--- src/rtl/bit_deser.sv ---
// bit_deser: serial-to-parallel deserializer with frame alignment.
// Hunts the incoming bit stream for the SYNC word. Once it finds SYNC, it
// assembles WIDTH-bit words, MSB first, into a single-entry output buffer
// with a valid/ready handshake. A word that completes while the buffer is
// still full is dropped, and the sticky overflow flag records the drop.
module bit_deser #(
    parameter int               WIDTH = 8,
    parameter logic [WIDTH-1:0] SYNC  = WIDTH'(8'hBC)
) (
    input  logic             clk,
    input  logic             reset,
    input  logic             bit_in,
    input  logic             bit_valid,
    input  logic             resync,
    input  logic             word_ready,
    output logic [WIDTH-1:0] word_out,
    output logic             word_valid,
    output logic             locked,
    output logic             overflow
);

    localparam int CW = (WIDTH > 1) ? $clog2(WIDTH) : 1;
    localparam logic [CW-1:0] LAST_BIT = CW'(WIDTH - 1);

    typedef enum logic {
        HUNT   = 1'b0,
        LOCKED = 1'b1
    } state_t;

    state_t           state_q, state_d;
    logic [WIDTH-1:0] win_q, win_d;
    logic [CW-1:0]    cnt_q, cnt_d;
    logic [WIDTH-1:0] asm_q, asm_d;
    logic [WIDTH-1:0] word_q, word_d;
    logic             valid_q, valid_d;
    logic             ovf_q, ovf_d;

    logic [WIDTH-1:0] winShift;
    logic [WIDTH-1:0] asmShift;

    assign winShift = {win_q[WIDTH-2:0], bit_in};
    assign asmShift = {asm_q[WIDTH-2:0], bit_in};

    // State register: every piece of state clears as soon as reset goes low.
    always_ff @(posedge clk or negedge reset) begin
        if (!reset) begin
            state_q <= HUNT;
            win_q   <= '0;
            cnt_q   <= '0;
            asm_q   <= '0;
            word_q  <= '0;
            valid_q <= 1'b0;
            ovf_q   <= 1'b0;
        end else begin
            state_q <= state_d;
            win_q   <= win_d;
            cnt_q   <= cnt_d;
            asm_q   <= asm_d;
            word_q  <= word_d;
            valid_q <= valid_d;
            ovf_q   <= ovf_d;
        end
    end

    // Next-state logic. The output handshake runs independently of the
    // framing logic. A resync request overrides the bit on the same edge.
    always_comb begin
        state_d = state_q;
        win_d   = win_q;
        cnt_d   = cnt_q;
        asm_d   = asm_q;
        word_d  = word_q;
        valid_d = valid_q;
        ovf_d   = ovf_q;

        if (valid_q && word_ready) begin
            valid_d = 1'b0;
        end

        if (resync) begin
            state_d = HUNT;
            win_d   = '0;
            cnt_d   = '0;
            asm_d   = '0;
            ovf_d   = 1'b0;
        end else if (bit_valid) begin
            unique case (state_q)
                HUNT: begin
                    win_d = winShift;
                    if (winShift == SYNC) begin
                        state_d = LOCKED;
                        cnt_d   = '0;
                    end
                end
                LOCKED: begin
                    asm_d = asmShift;
                    if (cnt_q == LAST_BIT) begin
                        cnt_d = '0;
                        if (!valid_q || word_ready) begin
                            word_d  = asmShift;
                            valid_d = 1'b1;
                        end else begin
                            ovf_d = 1'b1;
                        end
                    end else begin
                        cnt_d = cnt_q + 1'b1;
                    end
                end
                default: state_d = HUNT;
            endcase
        end
    end

    assign word_out   = word_q;
    assign word_valid = valid_q;
    assign locked     = (state_q == LOCKED);
    assign overflow   = ovf_q;

endmodule
--- config.mk ---
export PLATFORM = sky130hd
export DESIGN_NAME = bit_deser
export DESIGN_NICKNAME = d
export VERILOG_FILES = /design/src/rtl/bit_deser.sv
export SDC_FILE = /design/constraint.sdc
export NUM_CORES = 1
export LEC_CHECK = 0
export CAP_MARGIN = 10
export CORE_ASPECT_RATIO = 1.1
export CORE_MARGIN = 2
export CORE_UTILIZATION = 45
export CTS_CLUSTER_SIZE = 28
export DETAILED_ROUTE_END_ITERATION = 6
export MAX_ROUTING_LAYER = met4
export PLACE_DENSITY = 0.69
export SYNTH_ARGS = -nofsm -noshare
export SYNTH_HDL_FRONTEND = slang
export SYNTH_SLANG_ARGS = --single-unit
--- constraint.sdc ---
create_clock -name clk -period 1.9 [get_ports clk]
set_clock_uncertainty 0.1 [all_clocks]
set_input_delay 0.285 -clock clk [delete_from_list [all_inputs] [get_ports clk]]
set_output_delay 0.285 -clock clk [all_outputs]
set_load 0.005 [all_outputs]
Yosys cells after proc, flatten, opt, wreduce, memory -nomap -nowiden

Cells that the tools add are included.

Equality and inequality tests: 5
Add/subtract/negate cells: 1
Multiplexer cells: 26
Bitwise operators: 2
Reductions and logical operators: 11

Operators by type and width:

| operator              | number |
|---|---|
| $mux W7               | 6 |
| $mux W1               | 15 |
| $mux W3               | 4 |
| $eq A8 B8 Y1 const B  | 1 |
| $pmux W3 S2           | 1 |
| $reduce_and A2 Y1     | 3 |
| $reduce_bool A2 Y1    | 3 |
| $reduce_and A5 Y1     | 1 |
| $ne A2 B2 Y1 const B  | 2 |
| $reduce_and A4 Y1     | 1 |
| $add A3 B1 Y3 const B | 1 |
| $eq A3 B3 Y1 const B  | 1 |
| $ne A3 B3 Y1 const B  | 1 |
| $not A1 Y1            | 2 |
| $logic_and A1 B1 Y1   | 1 |
| $logic_not A1 Y1      | 1 |
| $logic_or A1 B1 Y1    | 1 |

Register bits: 28
Output and inout bits: 11
Word-level logic and storage cells: 52
Input port bits: 6

Depth between registers and ports, before layout

Gate-level depths: netlist (run 1).

Word-level depth: 7
Depth in mapped cells: 5
Depth with buffers taken out: 5

Worst setup path before layout (run 1)

Ideal clock, no wire load.

Path type: register to register
From: reg cnt_q[0]
To: reg word_q[0] (netlist: word_out[0])
Buffers on the path: 0
Arrival time: 1.357 ns
Setup time: 0.125 ns
Stages on the path, launching flop included: 6
Clock period less this slack: 1.582 ns
Data required time: 1.675 ns
Path slack: 0.318 ns
Cell sequence: dfrtp_1 > ha_1 > ha_1 > nand4b_2 > nor2_4 > mux2_2

Cells in the longest elaborated chain, start to end: 2

Ends and longest elaborated chain:

| item                               | line | text |
|---|---|---|
| from (decl)                        | 32   | `logic [CW-1:0] cnt_q, cnt_d;` |
| from (signal assigned)             | 57   | `cnt_q <= cnt_d;` |
| $eq A3 B3 Y1                       | 97   | `if (cnt_q == LAST_BIT) begin` |
| $reduce_and A5 Y1 (no source line) | --   |  |
| to (signal assigned)               | 59   | `word_q <= word_d;` |
| to (decl)                          | 34   | `logic [WIDTH-1:0] word_q, word_d;` |

No other way between the ends.
A chain may end at the register's enable or synchronous reset.

Worst setup path in the final report (run 1)

From: reg state_q (netlist: locked)
To: out locked

RTL lines:

| item                   | line | text |
|---|---|---|
| from (decl)            | 30   | `state_t state_q, state_d;` |
| from (signal assigned) | 55   | `state_q <= state_d;` |
| to (decl)              | 18   | `output logic locked,` |

No word-level cell between the ends.

==> results_dict.tcl, run 1 <==
set metrics [dict create \
    timing.reg2reg.worst_path_depth 5 \
    netlist.area_leader.share_pct 58.0 \
    regArea_um2 701 \
    syn_to_final_growth_pct 20.7 \
    route.detailed.wl_per_inst_um 12.6 \
    dr.pass1.iters 4 \
    total_power_w 0.00104 \
    power.static_leakage_nw 0.694 \
    synth_area_um2 1210 \
    drc_viols 0 \
    clk_pin_slew_worst_paths_ns 0.15 \
    drive_above_1_share_pct 15.4 \
    wl_um 1940 \
    tritoncts "done" \
    pwr_density_cell_nw_per_um2 710 \
    largest_net_degree_at_the_start_of_global_routing 29 \
    numCtsBuffers 3 \
    cpLargestDelayFamily "buffers and inverters" \
    synth_ff_type "dfrtp_1" \
    multiInputGateArea_um2 479 \
    design.final.nets 133 \
    fraction_of_registers_with_async_set_or_reset_after_synthesis_pct 100 \
    fin_setup_tns_ns 0 \
    cap_viol_max_count 0 \
    grt_antenna_before_repair 0 \
    crit_path_max_fanout 7 \
    cts_root_buffer "clkbuf_4" \
    hpwlAfterDp_um 1440 \
    vias_after_detailed_routing 795 \
    grt_pass1_vias 780 \
    ant_nets 0 \
    max_freq_mhz 576 \
    synth.most_common_cell "dfrtp_1" \
    combinationalPowerShare_pct 4.6 \
    reg2reg_to "word_out[2]" \
    clkLatencyLatePin_ns 0.33 \
    fp.dieH_um 58.3 \
    rsz0062_at_grt "false" \
    place_congestion 0.721 \
    timing.final.setup_violations 0 \
    io-pin-count 17 \
    critical_path.startpoint_type "register" \
    cts_hold_buffers 0 \
    synth.distinct_cells 24 \
    power.share.switching_pct 19.6 \
    final_critical_path_required_period_ns 1.74 \
    intPower_w 0.000832 \
    tightestPinTransition_ns 0.421 \
    power.net_switching_w 0.000203 \
    clock_sinks 28 \
    cp.arrival_ns 1.35 \
    yosys-top-cells-area "dfrtp_1, mux2_2, mux2i_1, nand2_1, nor2_1" \
    synth_seq_cells 28 \
    core_area_um2 2520 \
    final_period_util_pct 91.4 \
    finalHoldViolations 0 \
    cells_after_synthesis 104 \
    htree_levels 1 \
    timing.critical_path.buf_inv 1 \
    power.share.sequential_pct 58.0 \
    die_width_um 53.4 \
    synth.yosys.seq_area_share_pct 58.0 \
    critical_path_required_ns 1.51 \
    critical_path.max_stage_delay_ns 0.54 \
    share_clk_of_total_power_pct 37.4 \
    critical_path.startpoint "locked" \
    start_util_pct 47.9 \
    critPathCaptureType "primary output" \
    grt_pass1_wl_um 3360 \
    netlist.top_cell.by_area "dfrtp_1" \
    dieArea_um2 3110 \
    hold_path_class "in -> async" \
    std_cell_rows 19 \
    setup_slack_on_the_worst_flop_to_flop_path_ns 0.17 \
    syn_area_per_cell_um2 11.6 \
    resized_after_cts 0 \
    slew-limit-headroom_pct 72.0 \
    slowest_stage "clkdlybuf4s50_1" \
    post_drt_via_cell_ratio 5.16 \
    fillCellCount 229 \
    cts.path.max_buffers 2 \
    run_status "completed" \
    track_usage_pct 15.0 \
    insertedDiodeCount 0 \
    ys_top_cells_by_count "dfrtp_1, nand2_1, nor2_1, mux2_2" \
    r2r-start "cnt_q[0]" \
    drt_iter0_drc 8 \
    timing_worst_setup_path_type "reg -> out" \
    vdd_drop_max_v 0.000470 \
    yosysWarnings 0 \
    cell_by_cell_trace_of_the_critical_path "clkdlybuf4s50_1" \
    grt.overflow.total 0 \
    portBuffers 16 \
    synth_edf_count 0 \
    slew_viol_final 0 \
    cts_setup_buffers 0 \
    synthesis.nets 113 \
]
[layer usage]
layer / vias to the layer above / track usage (%) / share of wire (%)
met2: 13 / 23.6 / 50
met4: 0 / 6.59 / 1.9
met5: - / - / 0
met1: 381 / 19.2 / 45
li1: 397 / - / -
met3: 4 / 2.28 / 2.8
[power by group through the flow]
stage | sequential, W | combinational, W | clock (W)
after floorplan | 0.000611 | 0.0000195 | 0
after global placement | 0.000611 | 0.0000483 | 0
final | 0.000600 | 0.0000477 | 0.000387
after detailed placement | 0.000612 | 0.0000492 | 0
after CTS | 0.000601 | 0.0000491 | 0.000398
after global routing | 0.000601 | 0.0000536 | 0.000416
[cell families after synthesis]
kind of cell    after synthesis  share of synthesized area [%]
simple gates                 38                           15.6
fa+ha+maj                     3                           3.11
mux                          15                           13.3
compound gates               15                           7.67
flops                        28                           58.0
buf+inv                       5                           2.28
[state kept, by name, summed over array words and instances, names as in the netlist]
signal,cells
word_out,8
asm_q,7
win_q,7
cnt_q,3
locked,1
overflow,1
word_valid,1
[placed cells by master, fill, tap and decap left out, types with 3 or more instances in the layout]
| cell type | Yosys | layout |
|---|---|---|
| o22ai_1 | 3 | 3 |
| nand2_1 | 18 | 18 |
| dfrtp_1 | 28 | 28 |
| a22oi_1 | 3 | 3 |
| mux2i_1 | 7 | 7 |
| a21oi_1 | 7 | 7 |
| clkdlybuf4s50_1 | 0 | 16 |
| ha_1 | 3 | 3 |
| nor2_1 | 11 | 11 |
| mux2_2 | 8 | 8 |
| buf_4 | 2 | 3 |
| clkbuf_4 | 0 | 3 |
[per-stage QoR]
stage | cell area [um2] | std cells | util [%] | setup WS [ns] | hold WS (ns)
4_1_cts | 1460 | 154 | 57.8 | 0.147 | 0.208
5_1_grt | 1460 | 154 | 57.8 | 0.0526 | 0.230
6_report | 1460 | 154 | 57.8 | 0.163 | 0.204
3_5_place_dp | 1410 | 150 | 55.8 | 0.0889 | 0.386
3_3_place_gp | 1410 | 150 | 55.8 | 0.121 | 0.387
2_1_floorplan | 1210 | 104 | - | 0.318 | -0.111
[final cells by class]
type,instances,share of cell area [%]
sequential,28,48.1
multi-input combinational,71,32.9
clock buffer,3,1.55
timing repair buffer,19,12.5
inverter,1,0.258
tap,31,2.66
clock inverter,1,2.06
[how the worst max path moves through the flow]
stage | endpoint | slack (ns) | cells after the start
after CTS | locked | 0.15 | 1
after floorplan | word_out[0] | 0.32 | 5
after global placement | word_out[0] | 0.12 | 4
after detailed placement | word_out[1] | 0.09 | 4
after global routing | word_out[3] | 0.05 | 5
final | locked | 0.16 | 1
No activity file was read; power rests on OpenSTA's default activity.
==> inputs of run 2 (changes only) <==
--- a/config.mk
+++ b/config.mk
@@ -6,13 +6,15 @@
 export NUM_CORES = 1
 export LEC_CHECK = 0
 export CAP_MARGIN = 10
+export CELL_PAD_IN_SITES_DETAIL_PLACEMENT = 1
+export CELL_PAD_IN_SITES_GLOBAL_PLACEMENT = 1
 export CORE_ASPECT_RATIO = 1.1
 export CORE_MARGIN = 2
-export CORE_UTILIZATION = 45
+export CORE_UTILIZATION = 42
 export CTS_CLUSTER_SIZE = 28
 export DETAILED_ROUTE_END_ITERATION = 6
 export MAX_ROUTING_LAYER = met4
-export PLACE_DENSITY = 0.69
+export PLACE_DENSITY = 0.78
 export SYNTH_ARGS = -nofsm -noshare
 export SYNTH_HDL_FRONTEND = slang
 export SYNTH_SLANG_ARGS = --single-unit
==> results_dict.tcl, run 2 (synthesis results as in run 1) <==
set metrics [dict create \
    cts_hold_buffers 0 \
    clock_sinks 28 \
    pwr_density_cell_nw_per_um2 611 \
    grt_pass1_wl_um 3810 \
    highest_count_cells_in_the_layout_ignoring_fill_and_taps "dfrtp_1, nand2_1, clkdlybuf4s50_1, nor2_1, mux2_2" \
    post_drt_via_cell_ratio 5.25 \
    numCtsBuffers 3 \
    finalHoldViolations 0 \
    worst_slack_setup_final_ns 0.150 \
    critical_path.startpoint "cnt_q[0]" \
    tritoncts "done" \
    combinationalPowerShare_pct 5.5 \
    vdd_drop_max_v 0.000321 \
    dr.pass1.iters 4 \
    finalInstanceArea_um2 1430 \
    cell_by_cell_trace_of_the_critical_path "ha_1, ha_1, nand4b_2, nor2_4, mux2_2" \
    slew-limit-headroom_pct 72.8 \
    drive_above_1_share_pct 14.8 \
    cpLargestDelayFamily "flip-flops" \
    grt.overflow.total 0 \
    htree_levels 1 \
    resized_after_cts 0 \
    start_util_pct 43.9 \
    critical_path.max_stage_delay_ns 0.42 \
    route.detailed.wl_per_inst_um 14.7 \
    critPathCaptureType "register" \
    cts_root_buffer "clkbuf_4" \
    clk_pin_slew_worst_paths_ns 0.13 \
    reg2reg_to "word_out[1]" \
    critical_path_required_ns 2.00 \
    timing_worst_setup_path_type "reg -> reg" \
    commonest_non_fill_non_tap_cell_in_the_layout "dfrtp_1" \
    power.static_leakage_nw 0.680 \
    fp.dieH_um 60.2 \
    power.net_switching_w 0.000182 \
    hold_path_class "in -> async" \
    slowest_stage "dfrtp_1" \
    crit_path_max_fanout 8 \
    preCtsSetupSlack_ns 0.0373 \
    io-pin-count 17 \
    wl_um 2290 \
    core_area_um2 2750 \
    cts.path.max_buffers 2 \
    ant_nets 0 \
    max_freq_mhz 571 \
    clkLatencyLatePin_ns 0.31 \
    cp.arrival_ns 1.85 \
    power.share.sequential_pct 68.7 \
    cts_setup_buffers 0 \
    drc_viols 0 \
    track_usage_pct 16.6 \
    design.final.nets 133 \
    vias_after_detailed_routing 813 \
    run_status "completed" \
    place_congestion 0.693 \
    share_clk_of_total_power_pct 25.8 \
    std_cell_rows 20 \
    setup_slack_on_the_worst_flop_to_flop_path_ns 0.15 \
    die_width_um 55.1 \
    power.share.switching_pct 20.8 \
    slew_viol_final 0 \
    largest_register_ff_count 8 \
    largest_net_degree_at_the_start_of_global_routing 29 \
    insertedDiodeCount 0 \
    timing.critical_path.buf_inv 0 \
    portBuffers 16 \
    placed_area_um2 1410 \
    final_period_util_pct 92.1 \
    final_critical_path_required_period_ns 1.75 \
    timing.final.setup_violations 0 \
    dieArea_um2 3320 \
    grt_pass1_vias 837 \
    critical_path.startpoint_type "register" \
    r2r-start "cnt_q[0]" \
    grt_antenna_before_repair 0 \
    syn_to_final_growth_pct 18.4 \
    hpwlAfterDp_um 1700 \
    timing.reg2reg.worst_path_depth 5 \
    rsz0062_at_grt "false" \
    drt_iter0_drc 7 \
    cp_common_cell "ha_1" \
    intPower_w 0.000693 \
    fillCellCount 309 \
    fin_setup_tns_ns 0 \
    cap_viol_max_count 0 \
    tightestPinTransition_ns 0.407 \
]
-- run 2: changes by cell type in the layout (fill, tap and decap cells not counted) --
| cell | change |
|---|---|
| bufinv_16 | -1 |
-- run 2: worst max path at each step --
stage	endpoint	slack (ns)	cells after the start
after global placement	word_out[5]	0.13	4
final	word_out[1]	0.15	5
after global routing	word_out[2]	0.03	5
after detailed placement	word_out[7]	0.04	4
after floorplan	word_out[0]	0.32	5
after CTS	word_out[2]	0.10	5
-- run 2: through the flow --
| step | util [%] | total power, W | hold WS [ns] | std cells |
|---|---|---|---|---|
| global placement | 51.1 | 0.000661 | 0.383 | 152 |
| CTS | 52.0 | 0.000885 | 0.247 | 155 |
| floorplan | - | 0.000631 | -0.111 | 104 |
| finish | 52.0 | 0.000874 | 0.246 | 155 |
| detailed placement | 51.1 | 0.000661 | 0.401 | 152 |
| global route | 52.0 | 0.000912 | 0.264 | 155 |
-- run 2: worst reg2reg max path, cell delays in order (launching register included) --
cell      delay (ns)
dfrtp_1         0.42
ha_1            0.19
ha_1            0.16
nand4b_2        0.16
nor2_4          0.24
mux2_2          0.37
-- run 2: power by group through the flow --
stage / Sequential [W] / Clock (W) / Combinational [W]
after floorplan: 0.000611 / 0 / 0.0000195
after global placement: 0.000612 / 0 / 0.0000489
after detailed placement: 0.000612 / 0 / 0.0000493
after CTS: 0.000601 / 0.000235 / 0.0000495
after global routing: 0.000601 / 0.000257 / 0.0000539
final: 0.000600 / 0.000225 / 0.0000485
-- run 2: cell type report --
cell class / instances / area, um2 / area share, %
clock buffers: 3 / 22.5 / 1.57
inverters: 1 / 3.75 / 0.262
well taps: 33 / 41.3 / 2.89
repair buffers: 19 / 183 / 12.8
flip-flops and latches: 28 / 701 / 49.0
multi-input cells: 71 / 479 / 33.5
-- run 2: layer usage --
layer	track usage, %	up-vias	part of all wire (%)
met3	2.25	2	2.4
met2	28.1	9	51
met4	4.18	0	0.70
met1	20.9	406	46
met5	-	-	0
li1	-	396	-
